**config.mk**
```make
export PLATFORM = sky130hd
export DESIGN_NAME = vga_out_stage
export DESIGN_NICKNAME = d
export VERILOG_FILES = /design/src/rtl/vga_pkg.sv /design/src/rtl/vga_dither_chan.sv /design/src/rtl/vga_out_stage.sv
export SDC_FILE = /design/constraint.sdc
export NUM_CORES = 1
export LEC_CHECK = 0
export BUFFER_PORTS_ARGS = -buffer_cell sky130_fd_sc_hd__buf_2
export CORE_MARGIN = 3
export CORE_UTILIZATION = 46
export DETAILED_ROUTE_END_ITERATION = 16
export PLACE_DENSITY_LB_ADDON = 0.2
export SLEW_MARGIN = 20
export SYNTH_ARGS = -nofsm -noshare
export SYNTH_HDL_FRONTEND = slang
export SYNTH_SLANG_ARGS = --single-unit
```
**constraint.sdc**
```tcl
create_clock -name CLK_25MHZ -period 2.25 [get_ports CLK_25MHZ]
set_input_delay 0.45 -clock CLK_25MHZ [delete_from_list [all_inputs] [get_ports CLK_25MHZ]]
set_output_delay 0.45 -clock CLK_25MHZ [all_outputs]
set_load 0.02 [all_outputs]
```
**src/rtl/vga_pkg.sv**
```systemverilog
// Shared constants and helpers for the VGA output stage: the 4x4 ordered-dither
// (Bayer) threshold table, threshold-to-offset scaling and the sync/DE bundle type.
// Latency: n/a (package). Backpressure: n/a (package).
package vga_pkg;

  // Sync and data-enable travel together through the pipeline.
  typedef struct packed {
    logic hsync;
    logic vsync;
    logic de;
  } vga_ctl_t;

  // Value held in the control pipeline while reset is asserted: syncs inactive
  // high, no active video.
  localparam vga_ctl_t CTL_RESET = '{hsync: 1'b1, vsync: 1'b1, de: 1'b0};

  // 4x4 Bayer matrix, row-major, entry idx = {y[1:0], x[1:0]} at bits [4*idx +: 4].
  // Rows: {0,8,2,10} {12,4,14,6} {3,11,1,9} {15,7,13,5}.
  localparam logic [63:0] BAYER_4X4 = 64'h5D7F_91B3_6E4C_A280;

  function automatic logic [3:0] bayer_thresh(input logic [3:0] idx);
    return BAYER_4X4[{idx, 2'b00} +: 4];
  endfunction

  // Scale a 4-bit threshold onto the span of the dropped LSBs so the dither
  // offset always stays below one output LSB.
  function automatic logic [31:0] bayer_offset(input logic [3:0] t, input int drop);
    logic [31:0] tw;
    tw = {28'd0, t};
    if (drop >= 4) begin
      return tw << (drop - 4);
    end else if (drop > 0) begin
      return tw >> (4 - drop);
    end else begin
      return 32'd0;
    end
  endfunction

endpackage

```
**src/rtl/vga_dither_chan.sv**
```systemverilog
// One colour channel of the VGA output stage: add dither offset, saturate on
// carry, truncate to DAC width, blank outside active video, register.
// Latency: 1 clock (pipeline stage 2). Backpressure: none, free-running.
// Ports: clk_i/rst_ni clock and active-low async reset; de_i stage-1 data
// enable; t_i stage-1 Bayer threshold; pix_i stage-1 full-depth colour;
// col_o registered DAC colour.
// Build option: VGA_OUT_STAGE_DITHER_EN enables the dither/saturate path;
// otherwise the channel is a plain truncation and t_i is ignored.
module vga_dither_chan
  import vga_pkg::*;
#(
  parameter int IN_BITS  = 8,
  parameter int OUT_BITS = 4
) (
  input  logic                clk_i,
  input  logic                rst_ni,
  input  logic                de_i,
  input  logic [3:0]          t_i,
  input  logic [IN_BITS-1:0]  pix_i,
  output logic [OUT_BITS-1:0] col_o
);

  localparam int DROP = IN_BITS - OUT_BITS;

  logic [OUT_BITS-1:0] quant;
  logic [OUT_BITS-1:0] col_d;
  logic [OUT_BITS-1:0] col_q;

`ifdef VGA_OUT_STAGE_DITHER_EN
  logic [IN_BITS-1:0] offset;
  logic [IN_BITS:0]   sum;
  logic               unused_sum;

  always_comb begin
    offset = IN_BITS'(bayer_offset(t_i, DROP));
    // One extra bit catches the carry so bright pixels clamp instead of wrapping.
    sum    = {1'b0, pix_i} + {1'b0, offset};
    quant  = sum[IN_BITS-1:DROP];
    if (sum[IN_BITS]) begin
      quant = '1;
    end
  end

  // Low bits of the sum are intentionally discarded by truncation.
  assign unused_sum = ^sum;
`else
  logic unused_in;

  assign quant     = pix_i[IN_BITS-1:DROP];
  assign unused_in = ^{t_i, pix_i};
`endif

  // Blanking: DAC must see black outside active video whatever the source drives.
  assign col_d = de_i ? quant : '0;

  always_ff @(posedge clk_i or negedge rst_ni) begin
    if (!rst_ni) begin
      col_q <= '0;
    end else begin
      col_q <= col_d;
    end
  end

  assign col_o = col_q;

endmodule

```
**src/rtl/vga_out_stage.sv**
```systemverilog
// VGA output stage: reduces full-depth pixel colour to DAC width with optional
// 4x4 ordered dither, and keeps syncs/DE aligned with the colour.
// Latency: 2 clocks, every input to its output. Backpressure: none, free-running.
// Ports: CLK_25MHZ pixel clock; RESET_N async active-low reset (release
// synchronised internally); IN_HSYNC/IN_VSYNC/IN_DE raw timing; IN_RED/GREEN/BLUE
// IN_BITS colour; VGA_HSYNC/VSYNC/DE delayed timing; VGA_RED/GREEN/BLUE OUT_BITS
// colour. Build option: VGA_OUT_STAGE_DITHER_EN adds the X/Y pixel counters and
// Bayer dither; without it colour is plainly truncated.
module vga_out_stage
  import vga_pkg::*;
#(
  parameter int IN_BITS      = 8,
  parameter int OUT_BITS     = 4,
  parameter int VSYNC_ACTIVE = 0
) (
  input  logic                CLK_25MHZ,
  input  logic                RESET_N,
  input  logic                IN_HSYNC,
  input  logic                IN_VSYNC,
  input  logic                IN_DE,
  input  logic [IN_BITS-1:0]  IN_RED,
  input  logic [IN_BITS-1:0]  IN_GREEN,
  input  logic [IN_BITS-1:0]  IN_BLUE,
  output logic                VGA_HSYNC,
  output logic                VGA_VSYNC,
  output logic [OUT_BITS-1:0] VGA_RED,
  output logic [OUT_BITS-1:0] VGA_GREEN,
  output logic [OUT_BITS-1:0] VGA_BLUE,
  output logic                VGA_DE
);

  if (OUT_BITS < 1 || OUT_BITS > IN_BITS) begin : g_bad_cfg
    $error("vga_out_stage: OUT_BITS must lie in 1..IN_BITS");
  end

  localparam logic VS_ACT = (VSYNC_ACTIVE != 0);

  // Reset: asserts asynchronously, releases two clocks after RESET_N rises.
  logic [1:0] rst_sync_q;
  logic       rst_n;

  always_ff @(posedge CLK_25MHZ or negedge RESET_N) begin
    if (!RESET_N) begin
      rst_sync_q <= 2'b00;
    end else begin
      rst_sync_q <= {rst_sync_q[0], 1'b1};
    end
  end

  assign rst_n = rst_sync_q[1];

  // Stage 1: register timing, colour and the threshold for this pixel.
  vga_ctl_t           ctl_d;
  vga_ctl_t           ctl_q;
  vga_ctl_t           ctl2_q;
  logic [IN_BITS-1:0] red_q;
  logic [IN_BITS-1:0] green_q;
  logic [IN_BITS-1:0] blue_q;
  logic [3:0]         t_d;
  logic [3:0]         t_q;

  assign ctl_d = '{hsync: IN_HSYNC, vsync: IN_VSYNC, de: IN_DE};

`ifdef VGA_OUT_STAGE_DITHER_EN
  logic [1:0] x_d;
  logic [1:0] x_q;
  logic [1:0] y_d;
  logic [1:0] y_q;
  logic       vs_prev_q;

  // Only the two LSBs of X/Y address the matrix, so 2-bit counters wrapping
  // freely give identical thresholds to wider ones.
  always_comb begin
    x_d = IN_DE ? x_q + 2'd1 : 2'd0;
    y_d = y_q;
    if (IN_VSYNC == VS_ACT && vs_prev_q != VS_ACT) begin
      y_d = 2'd0;
    end else if (ctl_q.de && !IN_DE) begin
      // ctl_q.de is last cycle's IN_DE: this is the end-of-line edge.
      y_d = y_q + 2'd1;
    end
    // Threshold uses the pre-increment X, so the first active pixel is X=0.
    t_d = bayer_thresh({y_q, x_q});
  end

  always_ff @(posedge CLK_25MHZ or negedge rst_n) begin
    if (!rst_n) begin
      x_q       <= 2'd0;
      y_q       <= 2'd0;
      vs_prev_q <= ~VS_ACT;
    end else begin
      x_q       <= x_d;
      y_q       <= y_d;
      vs_prev_q <= IN_VSYNC;
    end
  end
`else
  logic unused_vs;

  assign t_d       = 4'd0;
  assign unused_vs = VS_ACT;
`endif

  always_ff @(posedge CLK_25MHZ or negedge rst_n) begin
    if (!rst_n) begin
      ctl_q   <= CTL_RESET;
      red_q   <= '0;
      green_q <= '0;
      blue_q  <= '0;
      t_q     <= 4'd0;
    end else begin
      ctl_q   <= ctl_d;
      red_q   <= IN_RED;
      green_q <= IN_GREEN;
      blue_q  <= IN_BLUE;
      t_q     <= t_d;
    end
  end

  // Stage 2: timing is delayed once more; colour is finished in the channels.
  always_ff @(posedge CLK_25MHZ or negedge rst_n) begin
    if (!rst_n) begin
      ctl2_q <= CTL_RESET;
    end else begin
      ctl2_q <= ctl_q;
    end
  end

  vga_dither_chan #(.IN_BITS(IN_BITS), .OUT_BITS(OUT_BITS)) u_chan_red (
    .clk_i  (CLK_25MHZ),
    .rst_ni (rst_n),
    .de_i   (ctl_q.de),
    .t_i    (t_q),
    .pix_i  (red_q),
    .col_o  (VGA_RED)
  );

  vga_dither_chan #(.IN_BITS(IN_BITS), .OUT_BITS(OUT_BITS)) u_chan_green (
    .clk_i  (CLK_25MHZ),
    .rst_ni (rst_n),
    .de_i   (ctl_q.de),
    .t_i    (t_q),
    .pix_i  (green_q),
    .col_o  (VGA_GREEN)
  );

  vga_dither_chan #(.IN_BITS(IN_BITS), .OUT_BITS(OUT_BITS)) u_chan_blue (
    .clk_i  (CLK_25MHZ),
    .rst_ni (rst_n),
    .de_i   (ctl_q.de),
    .t_i    (t_q),
    .pix_i  (blue_q),
    .col_o  (VGA_BLUE)
  );

  assign VGA_HSYNC = ctl2_q.hsync;
  assign VGA_VSYNC = ctl2_q.vsync;
  assign VGA_DE    = ctl2_q.de;

endmodule

```
==> results of run 1 <==
[cell type report]
cell class | count | area, sq um
Clock buffer | 6 | 41.3
Clock inverter | 2 | 35.0
Fill cell | 134 | 608
Multi-Input combinational cell | 13 | 88.8
Sequential cell | 32 | 806
Tap cell | 25 | 31.3
Timing Repair Buffer | 33 | 173
[cells in the final DEF (no fill, tap or decap)]
cell type / n
dfrtp_1: 28
clkbuf_4: 5
clkbuf_1: 1
and2_1: 4
clkinv_2: 1
and2_2: 8
dfstp_2: 4
buf_2: 31
buf_4: 1
dlygate4sd3_1: 1
conb_1: 1
bufinv_16: 1
[power breakdown]
part	switching (mW)	leakage [nW]	internal (mW)	total, mW
clock	0.167	0.0422	0.233	0.400
sequential	0.0118	0.383	0.606	0.618
combinational	0.0350	0.182	0.0279	0.0629
[flip-flops by register name, indices dropped and copies added (netlist names)]
| name | flops |
|---|---|
| VGA_DE | 1 |
| u_chan_red.col_o | 4 |
| u_chan_blue.col_o | 4 |
| blue_q | 4 |
| u_chan_green.col_o | 4 |
| green_q | 4 |
| VGA_HSYNC | 1 |
| red_q | 4 |
| VGA_VSYNC | 1 |
| rst_sync_q | 2 |
| ctl_q | 3 |
[cell families (layout without fill, tap and decap cells)]
group	after synthesis	count (layout)	synth area share, %
simple gates	12	12	9.39
buf+inv	1	41	1.24
flops	32	32	88.9
other cells	1	1	0.414
[Yosys cell counts, drive strengths merged]
cell type and n:
and2 12, buf 1, dfstp 4, conb 1, dfrtp 28
[final timing paths]
check | endpoint | slack, ns | cells after the start
worst max-delay path | VGA_VSYNC | 0.82 | 1
worst min-delay path | red_q[5] | 0.20 | 0
worst max register to register | ctl_q[1] | 1.39 | 1
worst min register to register | red_q[5] | 0.20 | 0
max in group asynchronous | ctl_q[1] | 1.39 | 1
min in group CLK_25MHZ | ctl_q[2] | 0.23 | 1
[routing by layer]
layer	part of all wire (%)	global-route usage (%)
met2	51	19.6
met4	3.0	8.07
met1	34	11.5
met3	13	6.82
met5	0	0
[through the flow]
| step | cell area [sq um] | worst slack (ns) | std cells | power [mW] | hold WS (ns) |
|---|---|---|---|---|---|
| 3_3_place_gp | 1090 | 1.16 | 102 | 0.691 | 0.199 |
| 2_1_floorplan | 906 | 1.25 | 46 | 0.661 | 0.154 |
| 6_report | 1170 | 0.825 | 111 | 1.08 | 0.195 |
| 5_1_grt | 1170 | 0.764 | 111 | 1.14 | 0.189 |
| 4_1_cts | 1170 | 0.798 | 111 | 1.10 | 0.208 |
| 3_5_place_dp | 1090 | 1.16 | 102 | 0.693 | 0.209 |
==> results.toml, run 1 <==
[outcome]
outcome = "complete, no violations"

[clocking]
cts_tree = "yes"
cts.clk_slew.worst_paths_ns = 0.09
cts.path.max_buffers = 2
numCtsBuffers = 5
clock_latency_ns = 0.31
cts_resized = 0
cts_setup_buffers = 0
clock-root-buffer = "clkbuf_4"
h-tree-depth = 2
cts_sinks = 32
postCtsHoldBufs = 1

[routing]
wl_per_cell_um = 10.5
routed_wl_um = 1160
drtAntennaViolNets = 0
viasPerCell = 4.12
drc = 0
vias = 457
drt_iter0_markers = 4
drtPass1Iterations = 3

[setup_path]
cp_max_fo = 1
cp_num_buf_inv = 1
worstPathArrival_ns = 0.98
slowest_stage = "dfstp_2"
critPathCaptureType = "output port"
worstPathCellList = "buf_2"
path_class = "flop to output port"
cp_top_family = "flip-flops"
critPathMaxStageDelay_ns = 0.52
crit_start = "VGA_VSYNC"
rr_startpoint = "rst_sync_q[1]"
required_ns = 1.80
startpoint_type = "flop"

[grt]
grt_max_degree = 19
antenna_found_initial = 0
track_usage_pct = 12.1
grt_pass1_vias = 464
overflow = 0
grt_pass1_wl_um = 2050

[die]
die_h_um = 50.4
core_area_sq_um = 1780
start_util_pct = 50.8
die_w_um = 50.4
dieArea_sq_um = 2540
rows = 15
io_pins = 44

[yosys]
syn-cell-area_sq_um = 906
syn-num-nets = 75
synth_top_area_share_pct = 77.3
yosysTopAreaCell = "dfrtp_1"
ys_warn_count = 0
seq_area_frac_synth_pct = 89.0
synth.area.top_cells = "dfrtp_1 (77%), dfstp_2 (12%), and2_2 (6.6%)"
ys_seq_elements = 32
syn_avg_cell_area_sq_um = 19.7
ys_types = 6
synthCells = 46

[sta]
tns_ns = 0
finalMaxSlewViolations = 0
fin_crit_ns = 1.43
max_clock_freq_ghz = 0.702
rsz0062_at_grt = "false"
clock_skew_ns = 0.00710
finalCritPeriodShare_pct = 63.4
finalSetupViolCount = 0
finalHoldViolations = 0

[placement]
gp_congestion = 0.668
port-buffer-count = 31

[power_and_ir_drop]
p_leak_nw = 0.607
power_density_nw_per_um2 = 920
ir_drop_v = 0.000713

[layout]
area_growth_pct = 29.7
drive_above_1_share_pct = 59.3
fin_util_pct = 65.9
final_nets = 114
antennaDiodeCount = 0

[job]
cap_violations = 0

[worst_hold_path]
hp-class = "flop to async pin"
Note: power is estimated with default switching activity, not from simulation.
==> run 2, diff against run 1 <==
CORE_UTILIZATION = 39   (was 46)
clock period = 1.3 ns   (was 2.25 ns; I/O delays follow)
==> run 2 against run 1 <==
Net effect:
- design area decreased by 0.21%
- global-route usage decreased by 1.3 points
- routed wire length increased by 0.95%
- core utilization decreased by 9.6 points
- total power increased by 60%
- non-clock buffer count unchanged
- die area increased by 16%
- critical path depth unchanged
- count of clock-buffer cells in the layout increased by 2
- largest power group unchanged
==> results.toml, run 2 (same netlist as run 1, synthesis figures left out) <==
[outcome]
outcome = "complete, no violations"

[placement]
port-buffer-count = 31
place_hpwl_um = 834
dpl_cell_area_sq_um = 1100
gp_congestion = 0.677

[die]
rows = 16
die_h_um = 54.2
dieArea_sq_um = 2940
die_w_um = 54.2
io_pins = 44
start_util_pct = 43.5
core_area_sq_um = 2080

[sta]
max_clock_freq_ghz = 0.804
clock_skew_ns = 0.00135
finalCritPeriodShare_pct = 95.7
tns_ns = 0
finalSetupViolCount = 0
finalHoldViolations = 0
fin_crit_ns = 1.24
rsz0062_at_grt = "false"
finalMaxSlewViolations = 0

[grt]
overflow = 0
grt_pass1_wl_um = 1970
track_usage_pct = 10.8
grt_max_degree = 22
grt_pass1_vias = 482
antenna_found_initial = 0

[layout]
final_nets = 114
drive_above_1_share_pct = 58.1
stdcell_area_sq_um = 1170
final_common_cell = "buf_2"
layout_common_cells = "buf_2 (31), dfrtp_1 (28), and2_2 (8)"
area_growth_pct = 29.4
antennaDiodeCount = 0

[clocking]
clock-root-buffer = "clkbuf_4"
cts_setup_buffers = 0
cts.clk_slew.worst_paths_ns = 0.08
clock_latency_ns = 0.31
cts_tree = "yes"
cts.path.max_buffers = 2
h-tree-depth = 2
cts_sinks = 32
numCtsBuffers = 5

[setup_path]
required_ns = 1.04
path_class = "flop to output port"
cp_max_fo = 1
worstPathArrival_ns = 0.98
rr_startpoint = "ctl_q[0]"
crit_start = "VGA_HSYNC"
worstPathCellList = "buf_2"
cp_num_buf_inv = 1
slowest_stage = "dfstp_2"
critPathCaptureType = "output port"
critPathMaxStageDelay_ns = 0.52
cp_top_family = "flip-flops"
startpoint_type = "flop"

[worst_hold_path]
worstHoldStart = "IN_VSYNC"
hp-class = "primary input to flop"

[job]
cap_violations = 0

[routing]
drtPass1Iterations = 2
drtAntennaViolNets = 0
routed_wl_um = 1170
viasPerCell = 3.93
wl_per_cell_um = 10.4
drt_iter0_markers = 4
drc = 0
vias = 444

[power_and_ir_drop]
p_leak_nw = 0.602
ir_drop_v = 0.000951
finalPower_mw = 1.73
power_density_nw_per_um2 = 1480
## run 2: cell types whose count changed in the layout (fill, tap and decap cells not counted)
cell	delta
buf_4	-1
bufinv_16	-1
clkbuf_8	+1
buf_12	+1
clkinv_2	-1
clkbuf_1	+1
## run 2: report_power, final
part	internal [mW]	switching, mW
Combinational	0.0523	0.0619
Clock	0.266	0.281
Sequential	1.05	0.0193
Total	1.37	0.362
## run 2: stage by stage
step / std cells / hold slack (ns) / utilization (%) / setup slack [ns]
floorplan: 46 / -0.0356 / - / 0.351
global placement: 104 / 0.0451 / 53.0 / 0.398
detailed placement: 104 / 0.0461 / 53.0 / 0.393
CTS: 113 / 0.0143 / 56.3 / 0.0288
global route: 113 / 0.00674 / 56.3 / 0.000992
finish: 113 / 0.0362 / 56.3 / 0.0555
## run 2: final timing paths
path	to	slack (ns)	depth (start not counted)
min in group asynchronous	red_q[6]	0.18	0
worst max register to register	u_chan_red.col_o[0]	0.47	1
worst min register to register	red_q[6]	0.18	0
worst min-delay path	ctl_q[1]	0.04	1
worst max-delay path	VGA_HSYNC	0.06	1
max in group asynchronous	green_q[7]	0.68	1
## run 2: area by class of cell
cell class,count,area [sq um]
Clock buffer,8,58.8
Timing Repair Buffer,33,185
Tap cell,27,33.8
Sequential cell,32,806
Multi-Input combinational cell,13,88.8
Fill cell,186,910
## run 2: repair_timing
action	in CTS	in global routing
endpoints found under the hold margin	2	0
gates resized for setup	0	0
hold buffers	1	0
## run 2: layer usage
metal | vias to the layer above | share of wire [%] | routed length [um] | track usage [%]
li1 | 217 | - | - | -
met1 | 205 | 35 | 415 | 9.67
met2 | 22 | 53 | 620 | 16.9
met3 | 0 | 12 | 137 | 8.31
met4 | 0 | 0 | 0 | 6.22
met5 | - | 0 | 0 | 0
==> run 3, diff against run 2 <==
ABC_AREA = 1   (was unset)
==> run 3 against run 2 <==
Net effect:
- sequential share of layout area decreased by 3.9 points
- worst hold slack got worse by 0.0069 ns
- global-route usage increased by 0.81 points
- count of clock-buffer cells in the layout decreased by 3
- clock skew increased by 0.0046 ns
- core utilization increased by 3.4 points
- synthesized area increased by 0.55%
- die area increased by 0.48%
- largest cell class unchanged
- largest power group unchanged
- highest routed layer is now met4
==> results.toml, run 3 <==
[setup_path]
worstReg2RegEnd = "u_chan_green.col_o[1]"
required_ns = 1.04
startpoint_type = "flop"
cp_max_fo = 1
r2r_slack_ns = 0.48
cp_top_family = "flip-flops"
rr_worst_depth = 2
worstPathArrival_ns = 0.98
slowest_stage = "dfstp_2"
path_class = "flop to output port"
critPathMaxStageDelay_ns = 0.54
critPathCaptureType = "output port"
cp_num_buf_inv = 1
worstPathCellList = "buf_6"
rr_startpoint = "ctl_q[0]"

[layout]
stdcell_area_sq_um = 1240
layout_common_cells = "buf_2 (29), dfrtp_1 (28), nand2_1 (12), inv_1 (12)"
final_nets = 131
area_growth_pct = 36.4
antennaDiodeCount = 0
fillers = 176
seqCellArea_sq_um = 806
multi_input_area_sq_um = 48.8
final_common_cell = "buf_2"
drive_above_1_share_pct = 43.7

[sta]
fin_crit_ns = 1.24
max_clock_freq_ghz = 0.808
finalHoldViolations = 0
tns_ns = 0
clock_skew_ns = 0.00599
finalMaxSlewViolations = 0
finalSetupViolCount = 0
fin_hold_ws_ns = 0.0293
rsz0062_at_grt = "false"
finalCritPeriodShare_pct = 95.2

[yosys]
yosysTopAreaCell = "dfrtp_1"
ys_warn_count = 0
ys_seq_elements = 32
yosysMostFrequentCell = "dfrtp_1"
syn-num-nets = 87
syn-cell-area_sq_um = 911
synth-main-ff-cell = "dfrtp_1"
synth.area.top_cells = "dfrtp_1 (77%), dfstp_2 (12%), inv_1 (4.9%)"
seq_area_frac_synth_pct = 88.5
synth_top_area_share_pct = 76.9
ys_async_sr_fraction_pct = 100
synth_common_cells = "dfrtp_1 (28), inv_1 (12), nand2_1 (12)"
synth_edf_count = 0
synthCells = 58
syn_avg_cell_area_sq_um = 15.7
ys_types = 6

[die]
io_pins = 44
dieArea_sq_um = 2950
rows = 16
die_h_um = 54.3
start_util_pct = 43.8
core_area_sq_um = 2080
die_w_um = 54.3

[routing]
vias = 525
routed_wl_um = 1310
viasPerCell = 4.04
drt_iter0_markers = 1
drtAntennaViolNets = 0
drtPass1Iterations = 3
drc = 0
wl_per_cell_um = 10.1

[worst_hold_path]
whs_path_depth = 1
hp-class = "primary input to flop"
worstHoldStart = "IN_HSYNC"
min_to = "ctl_q[2]"

[clocking]
cts.clk_slew.worst_paths_ns = 0.10
clock_latency_ns = 0.32
cts_setup_buffers = 0
cts_tree = "yes"
clock-root-buffer = "clkbuf_4"
numCtsBuffers = 5
cts.path.max_buffers = 2
h-tree-depth = 2
cts_sinks = 32

[power_and_ir_drop]
p_leak_nw = 0.713
power_density_nw_per_um2 = 1550
finalPower_mw = 1.93
ir_drop_v = 0.00127

[grt]
antenna_found_initial = 0
track_usage_pct = 11.6
overflow = 0
grt_max_degree = 21
grt_pass1_vias = 506
grt_pass1_wl_um = 2100

[placement]
port-buffer-count = 31
dpl_cell_area_sq_um = 1100
gp_congestion = 0.554
place_hpwl_um = 883

[job]
cap_violations = 0

[outcome]
outcome = "complete, no violations"
## run 3: cell types whose count changed after synthesis
| cell | change |
|---|---|
| nand2_1 | +12 |
| and2_2 | -8 |
| and2_1 | -4 |
| inv_1 | +12 |
## run 3: worst max-delay path by stage
stage / start / to / slack [ns] / cells past startpoint
4_1_cts: VGA_HSYNC / VGA_HSYNC / 0.008 / 1
3_3_place_gp: VGA_HSYNC / VGA_HSYNC / 0.39 / 1
2_1_floorplan: rst_sync_q[1] / VGA_DE / 0.35 / 0
6_report: VGA_HSYNC / VGA_HSYNC / 0.06 / 1
5_1_grt: VGA_VSYNC / VGA_VSYNC / 0.01 / 1
3_5_place_dp: VGA_VSYNC / VGA_VSYNC / 0.40 / 1
## run 3: report_power, final
group / internal, mW / total, mW / switching [mW]
Sequential: 1.05 / 1.07 / 0.0175
Clock: 0.401 / 0.730 / 0.329
Combinational: 0.0554 / 0.128 / 0.0727
Total: 1.51 / 1.93 / 0.420
## run 3: layout make-up
class	instances	area share (%)
clock buffers	5	3.02
clock inverters	3	3.42
inverters	12	3.63
multi-input cells	13	3.93
flip-flops and latches	32	64.9
well taps	27	2.72
repair buffers	38	18.4
## run 3: per-stage QoR
stage	std cells	setup slack [ns]	utilization, %
after floorplan	58	0.351	-
after global placement	117	0.387	53.0
after detailed placement	117	0.398	53.0
after CTS	126	0.00768	57.3
after global routing	130	0.0109	59.7
final	130	0.0627	59.7
## run 3: routing by layer
metal  up-vias  GRT usage [%]  share of wire [%]
met5         -              0                  0
li1        247              -                  -
met2        28           16.3                 51
met1       246           11.6                 36
met4         0           7.47                2.2
met3         4           9.26                 11
## run 3: kinds of logic (layout without fill, tap and decap cells)
| logic type | count (synthesis) | after routing | synth area share, % |
|---|---|---|---|
| other | 1 | 1 | 0.412 |
| flip-flops | 32 | 32 | 88.5 |
| buffers and inverters | 13 | 58 | 6.18 |
| AND/OR/NAND/NOR | 12 | 12 | 4.94 |
## run 3: what timing repair did
| action | 4_1_cts | 5_1_grt |
|---|---|---|
| gates resized for setup | 0 | 3 |
| hold endpoints to repair | 2 | 4 |
| hold buffers | 1 | 4 |
| endpoints found under the setup margin | 0 | 2 |
